===== src/rtl/gpio_in_capture.sv =====
`default_nettype none
// ============================================================================
// Module   : gpio_in_capture
// Brief    : N-channel GPIO input front-end: synchroniser, debounce, edge
//            detect, saturating edge counters, sticky flags and masked irq.
// Revision : 1.0 - initial release
// ============================================================================
module gpio_in_capture #(
  parameter int N           = 8,
  parameter int SYNC_STAGES = 2,
  parameter int DEBOUNCE    = 4,
  parameter int CNT_W       = 8,
  parameter int SEL_W       = 5
) (
  input  logic             CLOCK_50,
  input  logic             resetn,
  input  logic [N-1:0]     gpio_in,
  input  logic [1:0]       edge_mode,
  input  logic             clear,
  input  logic [N-1:0]     irq_mask,
  input  logic [SEL_W-1:0] rd_sel,
  output logic [N-1:0]     level,
  output logic [N-1:0]     edge_pulse,
  output logic [N-1:0]     sticky,
  output logic [N-1:0]     ovf,
  output logic [CNT_W-1:0] rd_count,
  output logic             irq
);

  localparam logic [CNT_W-1:0] c_CNT_MAX = '1;

  logic [N-1:0]     r_sync [SYNC_STAGES];
  logic [N-1:0]     w_sync;
  logic [N-1:0]     w_level_nxt;
  logic [N-1:0]     r_level;
  logic [N-1:0]     r_edge_pulse;
  logic [N-1:0]     r_sticky;
  logic [N-1:0]     r_ovf;
  logic [CNT_W-1:0] r_cnt [N];
  logic [CNT_W-1:0] w_rd_val;
  logic [CNT_W-1:0] r_rd_count;
  logic             r_irq;

  always_ff @(posedge CLOCK_50 or negedge resetn) begin
    if (!resetn) begin
      for (int s = 0; s < SYNC_STAGES; s++) begin
        r_sync[s] <= '0;
      end
    end else begin
      r_sync[0] <= gpio_in;
      for (int s = 1; s < SYNC_STAGES; s++) begin
        r_sync[s] <= r_sync[s-1];
      end
    end
  end

  assign w_sync = r_sync[SYNC_STAGES-1];

  generate
    if (DEBOUNCE == 0) begin : g_db_bypass
      assign w_level_nxt = w_sync;
    end else begin : g_db
      localparam int                c_DB_W    = $clog2(DEBOUNCE + 1);
      localparam logic [c_DB_W-1:0] c_DB_LAST = c_DB_W'(DEBOUNCE - 1);

      for (genvar i = 0; i < N; i++) begin : g_ch
        logic [c_DB_W-1:0] r_db;

        // Counts consecutive cycles the synchronised pin disagrees with level.
        always_ff @(posedge CLOCK_50 or negedge resetn) begin
          if (!resetn) begin
            r_db <= '0;
          end else if (w_sync[i] == r_level[i]) begin
            r_db <= '0;
          end else if (r_db == c_DB_LAST) begin
            r_db <= '0;
          end else begin
            r_db <= r_db + c_DB_W'(1);
          end
        end

        assign w_level_nxt[i] = ((w_sync[i] != r_level[i]) && (r_db == c_DB_LAST))
                                ? w_sync[i] : r_level[i];
      end
    end
  endgenerate

  always_ff @(posedge CLOCK_50 or negedge resetn) begin
    if (!resetn) begin
      r_level      <= '0;
      r_edge_pulse <= '0;
    end else begin
      r_level      <= w_level_nxt;
      r_edge_pulse <= (~r_level &  w_level_nxt & {N{edge_mode[0]}}) |
                      ( r_level & ~w_level_nxt & {N{edge_mode[1]}});
    end
  end

  // An edge coinciding with clear survives as the first event after the clear.
  always_ff @(posedge CLOCK_50 or negedge resetn) begin
    if (!resetn) begin
      for (int i = 0; i < N; i++) begin
        r_cnt[i] <= '0;
      end
      r_sticky <= '0;
      r_ovf    <= '0;
    end else begin
      for (int i = 0; i < N; i++) begin
        if (r_edge_pulse[i]) begin
          r_sticky[i] <= 1'b1;
          if (clear) begin
            r_cnt[i] <= CNT_W'(1);
            r_ovf[i] <= 1'b0;
          end else if (r_cnt[i] != c_CNT_MAX) begin
            r_cnt[i] <= r_cnt[i] + CNT_W'(1);
          end else begin
            r_ovf[i] <= 1'b1;
          end
        end else if (clear) begin
          r_cnt[i]    <= '0;
          r_sticky[i] <= 1'b0;
          r_ovf[i]    <= 1'b0;
        end
      end
    end
  end

  always_comb begin
    w_rd_val = '0;
    for (int i = 0; i < N; i++) begin
      if (rd_sel == SEL_W'(i)) begin
        w_rd_val = r_cnt[i];
      end
    end
  end

  always_ff @(posedge CLOCK_50 or negedge resetn) begin
    if (!resetn) begin
      r_rd_count <= '0;
      r_irq      <= 1'b0;
    end else begin
      r_rd_count <= w_rd_val;
      r_irq      <= |(r_sticky & irq_mask);
    end
  end

  assign level      = r_level;
  assign edge_pulse = r_edge_pulse;
  assign sticky     = r_sticky;
  assign ovf        = r_ovf;
  assign rd_count   = r_rd_count;
  assign irq        = r_irq;

endmodule
`default_nettype wire


===== config.mk =====
export PLATFORM = sky130hd
export DESIGN_NAME = gpio_in_capture
export DESIGN_NICKNAME = d
export VERILOG_FILES = /design/src/rtl/gpio_in_capture.sv
export SDC_FILE = /design/constraint.sdc
export NUM_CORES = 1
export LEC_CHECK = 0
export ABC_AREA = 1
export BUFFER_PORTS_ARGS = -buffer_cell sky130_fd_sc_hd__buf_4
export CAP_MARGIN = 20
export CORE_MARGIN = 1
export CORE_UTILIZATION = 50
export DETAILED_ROUTE_END_ITERATION = 8
export HOLD_SLACK_MARGIN = 0.06
export PLACE_DENSITY = 0.73
export SETUP_SLACK_MARGIN = 0.2
export SKIP_CTS_REPAIR_TIMING = 1
export SLEW_MARGIN = 20
export SYNTH_ARGS = -nofsm -noshare
export SYNTH_HDL_FRONTEND = slang
export SYNTH_SLANG_ARGS = --single-unit

===== constraint.sdc =====
create_clock -name CLOCK_50 -period 2 [get_ports CLOCK_50]
set_input_delay 0 -clock CLOCK_50 [delete_from_list [all_inputs] [get_ports CLOCK_50]]
set_output_delay 0 -clock CLOCK_50 [all_outputs]
set_load 0.02 [all_outputs]

==> results of run 1 <==
[sequential cells by signal, indices dropped and copies added (netlist names)]
name / flops
r_cnt: 64
g_db.g_ch.r_db: 24
edge_pulse: 8
level: 8
ovf: 8
r_sync: 8
rd_count: 8
sticky: 8
w_sync: 8
irq: 1
[per-layer routing]
layer	vias to the layer above	routed length (µm)	GRT usage (%)
met5	-	0	0
met4	0	333	9.18
met3	25	818	5.75
met2	177	6990	33.5
met1	2790	7590	32.7
li1	2942	-	-
[worst max path at each step]
stage          cells after the start      start   endpoint
2_1_floorplan                     10  r_cnt[24]  r_cnt[29]
3_3_place_gp                      10  r_cnt[16]  r_cnt[21]
3_5_place_dp                      10  r_cnt[16]  r_cnt[21]
4_1_cts                           10  r_cnt[16]  r_cnt[21]
5_1_grt                           10  r_cnt[48]  r_cnt[53]
6_report                          10  r_cnt[41]  r_cnt[45]
[final cells by class]
class                           instances  area [µm²]  share of cell area (%)
Clock buffer                           23         498                    5.85
Clock inverter                          9        95.1                    1.12
Inverter                              108         405                    4.76
Multi-Input combinational cell        550        2890                    34.0
Sequential cell                       145        3630                    42.6
Tap cell                              176         220                    2.59
Timing Repair Buffer                   92         777                    9.12
[per-stage QoR]
step	instance area, µm²	power [W]	util, %	hold WS (ns)
final	8520	0.00941	63.3	0.0869
after CTS	8330	0.00941	61.9	-0.480
after detailed placement	7740	0.00624	57.5	-0.0282
after global routing	8520	0.00991	63.3	0.101
after floorplan	6990	0.00530	-	-0.296
after global placement	7740	0.00617	57.5	-0.0301
[power breakdown]
| part | switching [W] | leakage (nW) | internal (W) |
|---|---|---|---|
| Clock | 0.00125 | 0.291 | 0.00189 |
| Combinational | 0.00135 | 1.71 | 0.000926 |
| Sequential | 0.000553 | 1.92 | 0.00344 |
| Total | 0.00315 | 3.93 | 0.00626 |
[worst max-delay path, stage by stage, from the launching register on]
cell     delay [ns]
dfrtp_1        0.42
ha_1           0.19
nand2_1        0.07
nor2_1         0.16
nand2_1        0.16
nand2_4        0.14
nand2_1        0.14
nand2_1        0.10
nand2_1        0.05
nand2_1        0.05
inv_1          0.03
[cell usage in the layout, fill, tap and decap left out, types with 16 or more instances in the layout]
cell type      count
nand4_1           38
dlygate4sd3_1     18
a21oi_1           44
nor2_1            48
buf_4             70
clkbuf_16         17
inv_1            102
dfrtp_1          144
ha_1              16
o21ai_0           70
nand3_1           76
nor3_1            18
nand2_1          159
[cell families (layout without fill, tap and decap cells)]
kind of cell / Yosys count / count (layout) / share of synthesized area [%]
simple gates: 367 / 367 / 24.4
compound gates: 159 / 159 / 13.0
flops: 145 / 145 / 51.9
buf+inv: 125 / 232 / 6.84
fa+ha+maj: 16 / 16 / 2.86
xor+xnor: 8 / 8 / 1.00
==> metrics.md, run 1 <==
| Metric | Value |
|---|---|
| Status | `finished clean` |
| RSZ-0062 raised after global routing | `false` |
| CP Data Arrival Time | `1.95 ns` |
| Worst Path Required | `about 2.3 ns` |
| Average size of a mapped cell | `between 8 and 9 µm²` |
| Drt total wl | `roughly 16000 µm` |
| Clock latency on the worst-skew pair | `0.42 ns` |
| Peak Freq | `612 MHz` |
| Fin. max-slew vios | `0` |
| CTS tree | `yes` |
| Clock H-tree levels | `4` |
| Total core area | `~13000 µm²` |
| Worst R2R End | `r_cnt[45]` |
| Die area | `around 14000 µm²` |
| Gr usage total | `22.9%` |
| GPL Wtd Cong | `between 0.8 and 0.9` |
| DR vias | `5934` |
| Hold Crit Class | `in2async` |
| Top cell type's share of synthesized area | `just over 50%` |
| Final Hold Fails | `0` |
| 1st-iter DRT viols | `approximately 520` |
| Total congestion overflow | `0` |
| Most common cell in the netlist | `nand2_1` |
| Area Overhead vs Synth | `21.8%` |
| Die W | `120 µm` |
| Crit. End Element | `register` |
| R2R setup slack | `roughly 0.37 ns` |
| Gate Count Post-Synth | `around 800` |
| Final setup fails | `0` |
| Nets | `roughly 960` |
| WS Path Type | `reg2reg` |
| Worst-path clk slew | `around 0.060 ns` |
| Yosys reg bits | `approximately 150` |
| Max-cap check violation count | `0` |
| Buffers added on ports | `66` |
| Largest net degree at the start of global routing | `54` |
| First-pass GRT wire length | `between 20000 and 30000 µm` |
| Cell Rows | `42` |
| Slew Limit Headroom | `about 67%` |
| PnR worst setup slack | `0.367 ns` |
| Clock Tree Buf Depth | `2` |
| Post-synth ARST share | `between 90% and 100%` |
| Initial core utilization | `between 50% and 60%` |
| # IOs | `67` |
| Sink Count | `about 150` |
| Antenna diodes | `0` |
| Pre-CTS setup slack | `about 0.34 ns` |
| Initial antenna violation count | `0` |
| Sequential-to-total area share from yosys stat | `about half` |
| Non-Filler Instances | `1103` |
| Layout fillers | `roughly 1200` |
| Antenna Nets Post-Route | `0` |
| Vias per cell | `~5.4` |
| DRC errors left | `0` |
| Worst Setup Start Kind | `register` |
| Number of synthesis warnings | `0` |
| Root Buffer | `clkbuf_16` |
| Reg2Reg Depth | `10` |
| Post-synth EDFFs | `0` |
| Worst slew pin tran | `0.495 ns` |
| Layout cell share with drive strength beyond 1 | `roughly 15%` |
| Tcrit/Tclk final | `between 80% and 90%` |
| Commonest cells in the netlist | `nand2_1, dfrtp_1, inv_1` |
| Peak VDD IR | `roughly 0.00094 V` |
| DR WL/cell | `between 10 and 15 µm` |
| Post-synthesis cell type count | `32` |
| Vias in the first global route | `5364` |
| Dpl hpwl | `roughly 11000 µm` |
| Placed insts | `approximately 1100` |
| Synth Cell Area | `6990 µm²` |
| Leak pwr | `a little under 4 nW` |
| Fin crit period | `between 1.5 and 2 ns` |
| Clk_skew | `~0.0061 ns` |
| Synth Flop Type | `dfrtp_1` |
| RR Startpoint | `r_cnt[41]` |
| Crit-path max FO | `9` |
| Largest area contributor in the netlist | `dfrtp_1` |
| Number of buffers created by CTS | `17` |
| Net count after synthesis | `around 860` |
| Setup_tns | `0 ns` |
| Power Density | `approximately 1100 nW/µm²` |
| First drt pass iteration count | `5` |
| Synth area leaders | `dfrtp_1, nand2_1, inv_1` |
| Die H | `~120 µm` |
Power figures use the tool's default switching activity.
==> inputs of run 2 (changes only) <==
--- a/config.mk
+++ b/config.mk
@@ -12,7 +12,7 @@
 export CORE_UTILIZATION = 50
 export DETAILED_ROUTE_END_ITERATION = 8
 export HOLD_SLACK_MARGIN = 0.06
-export PLACE_DENSITY = 0.73
+export PLACE_DENSITY = 0.76
 export SETUP_SLACK_MARGIN = 0.2
 export SKIP_CTS_REPAIR_TIMING = 1
 export SLEW_MARGIN = 20
==> constraint.sdc (replaced) <==
create_clock -name CLOCK_50 -period 1.4 [get_ports CLOCK_50]
set_input_delay 0 -clock CLOCK_50 [delete_from_list [all_inputs] [get_ports CLOCK_50]]
set_output_delay 0 -clock CLOCK_50 [all_outputs]
set_load 0.02 [all_outputs]
==> run 2 against run 1 <==
The flow now finishes with violations (negative setup slack). Power increased by 61%. Largest cell class unchanged. Die area unchanged. Sequential power increased by 40%. First-iteration DRC count increased by 15%. Flip-flop and latch count unchanged.
==> metrics.md, run 2 (synthesized netlist as in run 1, its figures left out) <==
| Metric | Value |
|---|---|
| Comb pwr share | `between 30% and 40%` |
| Total congestion overflow | `0` |
| Vias in the first global route | `approximately 5500` |
| Final setup fails | `10` |
| Largest net degree at the start of global routing | `48` |
| Number of buffers created by CTS | `17` |
| Net Sw Frac | `between 30% and 40%` |
| Antenna diodes | `0` |
| Cell Rows | `42` |
| Clk_skew | `approximately 0.0079 ns` |
| Worst-path clk slew | `approximately 0.070 ns` |
| 1st-iter DRT viols | `602` |
| Layout cell share with drive strength beyond 1 | `a little under two fifths` |
| Fin crit period | `about 1.5 ns` |
| Max reg flops | `64` |
| Crit. End Element | `register` |
| Worst slew pin tran | `about 0.48 ns` |
| Die area | `between 10000 and 15000 µm²` |
| Nets | `approximately 1100` |
| Die H | `between 100 and 150 µm` |
| Net Switching | `roughly 0.0054 W` |
| CP Data Arrival Time | `roughly 1.8 ns` |
| First drt pass iteration count | `5` |
| Gr usage total | `between 20% and 30%` |
| Dpl hpwl | `11700 µm` |
| RSZ-0062 raised after global routing | `true` |
| PnR worst setup slack | `-0.0576 ns` |
| Placed insts | `1100` |
| First-pass GRT wire length | `around 27000 µm` |
| Biggest regs | `r_cnt: 64 flops, g_db.g_ch.r_db: 24 flops` |
| Max-cap check violation count | `0` |
| Tcrit/Tclk final | `104%` |
| Pwr Total | `around 0.015 W` |
| Leak pwr | `about 4.6 nW` |
| Die W | `~120 µm` |
| Clock latency on the worst-skew pair | `0.43 ns` |
| Worst Setup Start Kind | `register` |
| Worst Path Required | `~1.8 ns` |
| Final Hold Fails | `0` |
| Peak Freq | `approximately 700 MHz` |
| DRC errors left | `0` |
| P_int | `a little under 0.01 W` |
| Peak VDD IR | `around 0.0015 V` |
| Status | `finished, violations left` |
| Commonest cells after routing, fill and taps aside | `buf_4, dfrtp_1, nand2_1` |
| Initial antenna violation count | `0` |
| Biggest register | `r_cnt` |
| Clock Tree Buf Depth | `2` |
| Fin. max-slew vios | `0` |
| Leading cell type in the layout, fill and taps excluded | `buf_4` |
| Initial core utilization | `between 50% and 60%` |
| DR WL/cell | `approximately 16 µm` |
| Sink Count | `between 100 and 150` |
| Hold Crit Class | `in2async` |
| GPL Wtd Cong | `around 0.85` |
| Power Density | `roughly 1500 nW/µm²` |
| CTS tree | `yes` |
| Layout fillers | `~930` |
| WS Path Type | `reg2reg` |
| Vias per cell | `about 5.5` |
| Antenna Nets Post-Route | `0` |
| # IOs | `67` |
| Buffers added on ports | `66` |
| Slew Limit Headroom | `roughly two thirds` |
| Total core area | `approximately 13000 µm²` |
| Drt total wl | `19000 µm` |
| Area Overhead vs Synth | `43.4%` |
| Crit-path max FO | `8` |
| Failing checks | `negative setup slack` |
| DR vias | `approximately 6600` |
| Root Buffer | `clkbuf_16` |
| Flop pwr share | `~37%` |
| Clock Power Share | `between 20% and 30%` |
| Non-Filler Instances | `approximately 1200` |
| Clock H-tree levels | `4` |
==> run 2: cell count changes in the layout (fill, tap and decap cells not counted), sizes merged, moves of 2 or more <==
cell and delta:
buf +97, clkbuf -4, clkinvlp +3, dlygate4sd3 +2, inv +2, nand2 +2
==> run 2: worst max-delay path, stage by stage (launching register included) <==
cell	delay [ns]
dfrtp_1	0.42
ha_4	0.18
nand2_4	0.06
nor2_4	0.14
nand3_2	0.13
nand2_4	0.16
inv_6	0.06
o21ai_0	0.11
nand2_1	0.09
inv_1	0.05
==> run 2: per-stage QoR <==
| stage | cell area (µm²) | hold WS, ns | setup TNS (ns) | setup WS (ns) | utilization [%] |
|---|---|---|---|---|---|
| after floorplan | 7210 | -0.296 | 0 | 0.0869 | - |
| after global placement | 8320 | -0.0701 | -0.0348 | -0.00908 | 61.9 |
| after detailed placement | 8320 | -0.0684 | -0.0653 | -0.0361 | 61.9 |
| after CTS | 8880 | -0.523 | -0.0447 | -0.0329 | 66.0 |
| after global routing | 10000 | 0.0673 | -2.53 | -0.125 | 74.5 |
| final | 10000 | 0.0494 | -0.188 | -0.0576 | 74.5 |
==> run 2: path summary, 6_finish.rpt <==
path                                start            end  slack [ns]  cells after the start
worst max-delay path             r_cnt[0]       r_cnt[5]       -0.06                      9
worst min-delay path               resetn      r_cnt[58]        0.05                      2
worst max register to register   r_cnt[0]       r_cnt[5]       -0.06                      9
worst min register to register  r_sync[9]      w_sync[1]        0.34                      0
max in group asynchronous          resetn  edge_pulse[6]        0.78                      3
min in group CLOCK_50           rd_sel[1]    rd_count[3]        0.10                      5
==> run 2: layout make-up <==
class	instances	area [µm²]	area share, %
Sequential cell	145	3630	36.2
Timing Repair Buffer	191	1610	16.0
Clock inverter	13	101	1.01
Tap cell	176	220	2.20
Inverter	108	417	4.16
Multi-Input combinational cell	552	3600	35.9
Clock buffer	19	453	4.52
==> run 2: power groups by stage <==
| stage | registers [W] | logic, W | clock network, W |
|---|---|---|---|
| after floorplan | 0.00596 | 0.00177 | 0 |
| after global placement | 0.00560 | 0.00370 | 0 |
| after detailed placement | 0.00562 | 0.00379 | 0 |
| after CTS | 0.00556 | 0.00381 | 0.00433 |
| after global routing | 0.00568 | 0.00569 | 0.00453 |
| final | 0.00560 | 0.00525 | 0.00428 |
==> run 2: metal layers <==
layer / GRT usage (%) / share of wire (%)
met1: 35.7 / 45
met2: 35.5 / 47
met3: 6.13 / 5.2
met4: 8.26 / 2.5
met5: 0 / 0
